### src/rtl/mc_ctrl_gen2.sv
// mc_ctrl_gen2: multicycle MIPS control FSM with memory handshake, ALU decode, PC enable and retire counter
module mc_ctrl_gen2 #(
  parameter int ALUCTRL_W = 3,
  parameter bit MEM_WAIT_EN = 1'b1,
  parameter int CNT_W = 16
) (
  input  logic                 clk,
  input  logic                 reset,
  input  logic [5:0]           op,
  input  logic [5:0]           funct,
  input  logic                 zero,
  input  logic                 mem_ready,
  output logic                 irwrite,
  output logic                 memwrite,
  output logic                 iord,
  output logic                 pcen,
  output logic [1:0]           pcsrc,
  output logic [ALUCTRL_W-1:0] alucontrol,
  output logic                 alusrca,
  output logic [1:0]           alusrcb,
  output logic                 extop,
  output logic                 regwrite,
  output logic [1:0]           regdst,
  output logic [1:0]           memtoreg,
  output logic                 illegal_op,
  output logic [3:0]           state_out,
  output logic [CNT_W-1:0]     retired
);
  typedef enum logic [3:0] {
    S_FETCH, S_DECODE, S_MEMADR, S_MEMRD, S_MEMWB, S_MEMWR, S_RTEX,
    S_RTWB, S_BRANCH, S_IMMEX, S_IMMWB, S_JUMP, S_JAL
  } state_t;
  state_t r_state, w_next;
  logic [CNT_W-1:0] r_retired;
  logic [2:0] w_alu;
  logic w_rdy, w_irwrite, w_memwrite, w_pcwrite, w_branch, w_regwrite, w_illegal, w_retire;
  assign w_rdy = MEM_WAIT_EN ? mem_ready : 1'b1;
  always_comb begin
    w_next = r_state;
    w_irwrite = 1'b0;
    w_memwrite = 1'b0;
    w_pcwrite = 1'b0;
    w_branch = 1'b0;
    w_regwrite = 1'b0;
    w_illegal = 1'b0;
    w_alu = 3'b010;
    iord = 1'b0;
    pcsrc = 2'b00;
    alusrca = 1'b0;
    alusrcb = 2'b00;
    extop = 1'b1;
    regdst = 2'b00;
    memtoreg = 2'b00;
    case (r_state)
      S_FETCH: begin
        alusrcb = 2'b01;
        w_irwrite = w_rdy;
        w_pcwrite = w_rdy;
        w_next = w_rdy ? S_DECODE : S_FETCH;
      end
      S_DECODE: begin
        alusrcb = 2'b11;
        case (op)
          6'b100011, 6'b101011: w_next = S_MEMADR;
          6'b000000: w_next = S_RTEX;
          6'b000100, 6'b000101: w_next = S_BRANCH;
          6'b001000, 6'b001100, 6'b001101, 6'b001010: w_next = S_IMMEX;
          6'b000010: w_next = S_JUMP;
          6'b000011: w_next = S_JAL;
          default: begin
            w_next = S_FETCH;
            w_illegal = 1'b1;
          end
        endcase
      end
      S_MEMADR: begin
        alusrca = 1'b1;
        alusrcb = 2'b10;
        w_next = (op == 6'b101011) ? S_MEMWR : S_MEMRD;
      end
      S_MEMRD: begin
        iord = 1'b1;
        w_next = w_rdy ? S_MEMWB : S_MEMRD;
      end
      S_MEMWB: begin
        w_regwrite = 1'b1;
        memtoreg = 2'b01;
        w_next = S_FETCH;
      end
      S_MEMWR: begin
        iord = 1'b1;
        w_memwrite = 1'b1;
        w_next = w_rdy ? S_FETCH : S_MEMWR;
      end
      S_RTEX: begin
        alusrca = 1'b1;
        w_next = S_RTWB;
        case (funct)
          6'b100000: w_alu = 3'b010;
          6'b100010: w_alu = 3'b110;
          6'b100100: w_alu = 3'b000;
          6'b100101: w_alu = 3'b001;
          6'b101010: w_alu = 3'b111;
          default: begin
            w_illegal = 1'b1;
            w_next = S_FETCH;
          end
        endcase
      end
      S_RTWB: begin
        w_regwrite = 1'b1;
        regdst = 2'b01;
        w_next = S_FETCH;
      end
      S_BRANCH: begin
        alusrca = 1'b1;
        w_alu = 3'b110;
        pcsrc = 2'b01;
        w_branch = 1'b1;
        w_next = S_FETCH;
      end
      S_IMMEX: begin
        alusrca = 1'b1;
        alusrcb = 2'b10;
        w_alu = (op == 6'b001100) ? 3'b000 : (op == 6'b001101) ? 3'b001 :
                (op == 6'b001010) ? 3'b111 : 3'b010;
        extop = !(op == 6'b001100 || op == 6'b001101);
        w_next = S_IMMWB;
      end
      S_IMMWB: begin
        w_regwrite = 1'b1;
        w_next = S_FETCH;
      end
      S_JUMP: begin
        pcsrc = 2'b10;
        w_pcwrite = 1'b1;
        w_next = S_FETCH;
      end
      S_JAL: begin
        w_regwrite = 1'b1;
        regdst = 2'b10;
        memtoreg = 2'b10;
        pcsrc = 2'b10;
        w_pcwrite = 1'b1;
        w_next = S_FETCH;
      end
      default: w_next = S_FETCH;
    endcase
  end
  // Returning to FETCH from anything but FETCH/DECODE/RTEX is a completed instruction
  assign w_retire = (w_next == S_FETCH) && !(r_state inside {S_FETCH, S_DECODE, S_RTEX});
  always_ff @(posedge clk or posedge reset) begin
    if (reset) begin
      r_state <= S_FETCH;
      r_retired <= '0;
    end else begin
      r_state <= w_next;
      if (w_retire) r_retired <= r_retired + CNT_W'(1);
    end
  end
  assign irwrite = w_irwrite & !reset;
  assign memwrite = w_memwrite & !reset;
  assign regwrite = w_regwrite & !reset;
  assign illegal_op = w_illegal & !reset;
  assign pcen = !reset & (w_pcwrite | (w_branch & (zero ^ (op == 6'b000101))));
  assign alucontrol = ALUCTRL_W'(w_alu);
  assign state_out = r_state;
  assign retired = r_retired;
endmodule

### config.mk
export PLATFORM = sky130hd
export DESIGN_NAME = mc_ctrl_gen2
export DESIGN_NICKNAME = d
export VERILOG_FILES = /design/src/rtl/mc_ctrl_gen2.sv
export SDC_FILE = /design/constraint.sdc
export NUM_CORES = 1
export LEC_CHECK = 0
export ABC_AREA = 1
export CORE_MARGIN = 8
export CORE_UTILIZATION = 45
export DETAILED_ROUTE_END_ITERATION = 8
export HOLD_SLACK_MARGIN = 0.12
export PLACE_DENSITY = 0.79
export SLEW_MARGIN = 20
export SYNTH_ARGS = -nofsm -noshare
export SYNTH_HDL_FRONTEND = slang
export SYNTH_SLANG_ARGS = --single-unit
### constraint.sdc
create_clock -name clk -period 2.2 [get_ports clk]
set_input_delay 0.22 -clock clk [delete_from_list [all_inputs] [get_ports clk]]
set_output_delay 0.22 -clock clk [all_outputs]
set_load 0.01 [all_outputs]
==> results.yml, run 1 <==
run_status:
  status: "completed"
setup_path:
  r2r_start: "state_out[1]"
  r2r_setup_slack_ps: 400
  required_ps: 1980
  path_cells: "buf_4, nor2_2, nand3_2, nor2_1, clkdlybuf4s50_1"
  cp-end-kind: "primary output"
  path_class: "flop to primary output"
  cp-start-kind: "flop"
  cp_slowest_stage_delay_ps: 550
  cp.arrival_ps: 1880
  critPathSlowestCell: "clkdlybuf4s50_1"
  startpoint: "state_out[2]"
  path_max_fanout: 5
  crit_buf_inv: 2
  rr_worst_depth: 11
  r2r-end: "retired[11]"
  cp_num_cells: 5
  path_delay_family: "buffers and inverters"
  worstSetupEndpoint: "irwrite"
synth:
  ys_seq_area_share_pct: 28.37
  synth_top_family_by_area: "simple AND/OR/NAND/NOR gates"
  yosys.area_share.simple_pct: 48.51
  synthAdderAreaFrac_pct: 0.7092
  synth_warnings: 0
  ys_types: 30
  yosys.area_share.xor_xnor_pct: 6.950
  synth_fp_nets: 281
  synth_cells: 264
  synth_mux_area_share_pct: 0
  synth.avg_cell_area_um2: 6.683
  synth_compound_area_share_pct: 5.319
  syn_area_mm2: 0.001764
  synth_seq_cells: 20
floorplan:
  start_util_pct: 47.47
  coreArea_mm2: 0.003716
  die_x_um: 78.62
  io_pins: 55
  die_h_um: 78.62
  row_count: 22
  dieArea_mm2: 0.006180
timing:
  worstMarginPinSlew_ps: 325.8
  fin_crit_sh_pct: 95.36
  hold_viol_final: 0
  post-route-min-period_ps: 2098
  setup_ws_ps: 102.0
  drv_slew: 0
  rsz0062_at_grt: "true"
  finalSetupViolations: 0
  clock_skew_ps: 1.240
  max_freq_ghz: 0.4766
  relSlewSlack_pct: 78.11
detailed_routing:
  wl_per_cell_um: 12.84
  num_vias: 1947
  dr.pass1.iters: 5
  vias_per_cell: 5.137
  wirelength_um: 4866
  drtIter0Drc: 123
  drtAntennaViolNets: 0
  drc: 0
global_routing:
  grt.total_usage_pct: 15.69
  overflow: 0
  antenna_found_initial: 0
  grt_max_degree: 20
  grt_pass1_wl_um: 8059
  grt_pass1_vias: 1779
layout:
  diodes: 0
  drive_above_1_share_pct: 16.01
  fin_util_pct: 67.54
  nets: 349
  area_growth_pct: 42.27
  final_area_mm2: 0.002510
place:
  place.gp.congestion: 0.9069
  io_buffers: 54
  post_dp_cell_area_mm2: 0.002409
  hpwl_um: 3885
  dp_slack_ps: -41.80
power_and_ir_drop:
  leakagePower_uw: 0.001247
  vdd_ir_drop_max_uv: 567.2
  powerDensity_mw_per_mm2: 722.3
  power_uw: 1813
clocking:
  htree_levels: 1
  cts_buffer_depth: 2
  cts_root_buf: "clkbuf_8"
  clock_sinks: 20
  path_clk_slew_ps: 80
  worstSkewPairLatency_ps: 260
  cts_tree: "done"
  cts_inserted_buffers: 3
hold_path:
  hold_path_class: "input pin to async pin"
run:
  drv_cap: 0
worst min path at each step:
| stage | from | to | slack (ps) |
|---|---|---|---|
| CTS | reset | state_out[1] | 280 |
| global route | reset | state_out[1] | 300 |
| detailed placement | retired[15] | retired[15] | 510 |
| global placement | retired[14] | retired[14] | 490 |
| finish | reset | state_out[1] | 290 |
| floorplan | reset | retired[0] | 180 |
layout make-up:
cell class,count,area [µm²]
flip-flops and latches,20,503.0
multi-input cells,204,1104
clock inverters,1,30.03
clock buffers,3,41.29
repair buffers,67,631.9
well taps,48,60.06
fillers,338,1206
inverters,36,140.1
cells in the mapped netlist (all sizes together):
library cell	instances	area, µm²
o21ai	5	25.02
nor3	5	25.02
inv	36	140.1
dfrtp	20	500.5
nor4	1	6.260
xor2	7	61.31
a21oi	4	23.77
buf	4	38.78
o211ai	2	15.01
nand4	5	46.29
a31oi	2	12.51
ha	1	12.51
nor2	48	251.5
o221ai	2	17.52
nand3	40	215.2
nand2	75	311.5
xnor2	7	61.31
registers in the layout, indices dropped and copies added (netlist names):
signal,cells
state_out,4
retired,16
power breakdown:
group          total (µW)  switching [µW]  internal, µW
logic                 936             536           401
registers             506            85.0           421
clock network         370             127           243
total                1810             748          1060
per-stage QoR:
| stage | instances | setup TNS (ps) | hold WS (ps) |
|---|---|---|---|
| 2_1_floorplan | 264 | 0 | 183.8 |
| 3_3_place_gp | 373 | -23.72 | 492.9 |
| 3_5_place_dp | 373 | -80.58 | 513.0 |
| 4_1_cts | 378 | 0 | 283.1 |
| 5_1_grt | 379 | -11.49 | 295.4 |
| 6_report | 379 | 0 | 291.7 |
routing by layer:
layer	GRT usage (%)	routed length, µm	up-vias
met5	0	0	-
met4	6.852	95	0
met3	3.417	381	11
met2	25.19	2262	81
met1	19.70	2127	879
li1	-	-	976
cell families after synthesis:
logic type,count (synthesis)
AND/OR/NAND/NOR,174
buffers and inverters,40
flip-flops,20
AO/OA/AOI/OAI,15
XOR/XNOR,14
adder cells (fa/ha/maj),1
repair_timing:
action                                  4_1_cts  5_1_grt
setup buffers                                 1        1
endpoints found under the setup margin        8        3
hold buffers                                  0        0
gates resized for setup                      10        2
cells in the final DEF (no fill, tap or decap), types with 3 or more instances in the layout:
cell,Yosys,layout
inv_2,6,6
a21oi_1,3,3
nor2_8,3,3
nor2_1,38,35
nand4_1,4,4
dlygate4sd2_1,0,5
nand2_4,3,3
inv_1,28,28
nand3_1,37,37
nand2_1,69,69
nor2_2,6,9
clkbuf_8,0,3
o21ai_0,5,5
clkdlybuf4s50_1,0,49
xnor2_1,7,7
nor3_1,5,4
dfrtp_1,20,18
xor2_1,7,7
nand3_2,3,3
buf_4,1,13
nand2_2,3,3
worst reg2reg max path: stages (launching register included):
cell	delay, ps
dfrtp_2	440
buf_4	160
nand2_1	90
inv_1	70
nand3_1	90
nand2_1	70
nor2_2	100
nand2_2	100
nor2_8	120
nand4_4	250
nand2_1	140
nand2_1	60
Power figures use the tool's default switching activity.
==> run 2, diff against run 1 <==
Settings changed: CORE_UTILIZATION 45 to 51, PLACE_DENSITY 0.79 to 0.87.
==> run 2 against run 1 <==
Compared with the run above:
- first-iteration DRC count grew 11%
- final cell count increased by 0.26%
- power decreased by 6.7%
- non-clock buffer count up 4
- clock power fell by 52%
- largest cell class unchanged
- register-to-register slack worse by 190 ps
- sequential power is 2% lower
- critical path type unchanged
- global-route usage is 3.0 points higher
- utilization is 7.7 points higher
- worst hold slack gained 130 ps
- critical path depth fell by 1
- sequential share of layout area is essentially flat
==> results.yml, run 2 (synthesis gave the netlist of run 1 again) <==
setup_path:
  path_class: "flop to primary output"
  cp.arrival_ps: 1870
  path_delay_family: "buffers and inverters"
  path_max_fanout: 4
  r2r_setup_slack_ps: 210
  cp_num_cells: 4
  startpoint: "state_out[2]"
  rr_worst_depth: 12
  r2r_start: "state_out[0]"
  critPathSlowestCell: "clkdlybuf4s50_1"
  worstSetupEndpoint: "alusrcb[0]"
  crit_buf_inv: 2
  required_ps: 1980
  r2r-end: "retired[12]"
  cp-end-kind: "primary output"
  path_cells: "inv_2, nand2_1, nor2_1, clkdlybuf4s50_1"
  cp_slowest_stage_delay_ps: 620
  cp-start-kind: "flop"
layout:
  largest_register_ffs: 16
  layout_commonest_cell: "nand2_1"
  final_cell_mix: "nand2_1 (69), clkdlybuf4s50_1 (47), nand3_1 (37)"
  area_growth_pct: 42.27
  fin_util_pct: 75.22
  fin_cells: 380
  drive_above_1_share_pct: 17.07
  diodes: 0
  nets: 353
detailed_routing:
  wirelength_um: 5162
  vias_per_cell: 5.279
  drc: 0
  num_vias: 2006
  drtAntennaViolNets: 0
  drtIter0Drc: 136
  dr.pass1.iters: 4
  wl_per_cell_um: 13.58
timing:
  max_freq_ghz: 0.4784
  post-route-min-period_ps: 2090
  worstMarginPinSlew_ps: 355.1
  relSlewSlack_pct: 76.15
  hold_viol_final: 0
  drv_slew: 0
  clock_skew_ps: 1.181
  holdWs_ps: 424.7
  finalSetupViolations: 0
  fin_crit_sh_pct: 95.01
clocking:
  cts_root_buf: "clkbuf_4"
  cts_hold_buf: 0
  cts_inserted_buffers: 3
  cts_tree: "done"
  path_clk_slew_ps: 110
  worstSkewPairLatency_ps: 300
  cts_buffer_depth: 2
  htree_levels: 1
  clock_sinks: 20
hold_path:
  hold_path_class: "input pin to async pin"
power_and_ir_drop:
  powerDensity_mw_per_mm2: 673.7
  leakagePower_uw: 0.001257
  vdd_ir_drop_max_uv: 577.1
floorplan:
  die_h_um: 74.82
  row_count: 21
  start_util_pct: 52.87
  io_pins: 55
  coreArea_mm2: 0.003337
  dieArea_mm2: 0.005597
  die_x_um: 74.82
place:
  place.gp.congestion: 0.9124
  place_inst: 372
  io_buffers: 54
  hpwl_um: 4071
global_routing:
  antenna_found_initial: 0
  overflow: 0
  grt_pass1_vias: 1862
  grt.total_usage_pct: 18.69
  grt_pass1_wl_um: 8404
  grt_max_degree: 21
run_status:
  status: "completed"
run:
  drv_cap: 0
## run 2: cell count changes in the layout (fill, tap and decap cells not counted), sizes merged
cell           change
buf                +4
clkdlybuf4s50      -2
dlygate4sd2        -2
dlymetal6s2s       +2
bufinv             -1
clkbuf             +1
clkdlybuf4s15      +1
## run 2: cell type report
cell class	count	area (µm²)
well taps	46	57.56
repair buffers	71	664.4
inverters	36	142.6
fillers	255	827.0
multi-input cells	204	1121
flip-flops and latches	20	501.7
clock buffers	3	22.52
## run 2: timing repair
action                     in CTS  in global routing
setup endpoints to repair       9                 10
buffers inserted                2                  3
resized for setup              10                 11
## run 2: worst reg2reg max path: cells and delay by family, from the launching register on
family	cells	cell delay (ps)
AND/OR/NAND/NOR	9	1100
flip-flops	1	450
buffers and inverters	3	340
## run 2: how the worst min path moves through the flow
stage	from	end	depth (start not counted)
after floorplan	reset	retired[0]	1
after global placement	retired[14]	retired[14]	2
after detailed placement	retired[14]	retired[14]	2
after CTS	reset	retired[5]	3
after global routing	reset	state_out[1]	3
final	reset	state_out[1]	3
## run 2: routing by layer
metal / track usage [%] / part of all wire, %
met5: 0 / 0
met4: 5.652 / 1.8
met3: 3.995 / 6.3
met2: 31.66 / 49
met1: 23.03 / 43
## run 2: power breakdown
group | leakage, µW | internal (µW) | switching, µW
clock | 0.0000138 | 64.0 | 112
sequential | 0.000272 | 420 | 74.2
combinational | 0.000972 | 438 | 582
total | 0.00126 | 922 | 769
## run 2: per-stage QoR
stage | TNS, ps | total power (µW) | cell area [µm²] | worst slack [ps]
4_1_cts | 0 | 1633 | 2461 | 31.32
6_report | 0 | 1691 | 2510 | 109.8
3_5_place_dp | -68.88 | 1436 | 2414 | -59.13
5_1_grt | -8.434 | 1798 | 2510 | -8.434
2_1_floorplan | 0 | 1077 | 1764 | 444.4
3_3_place_gp | 0 | 1419 | 2414 | 22.82
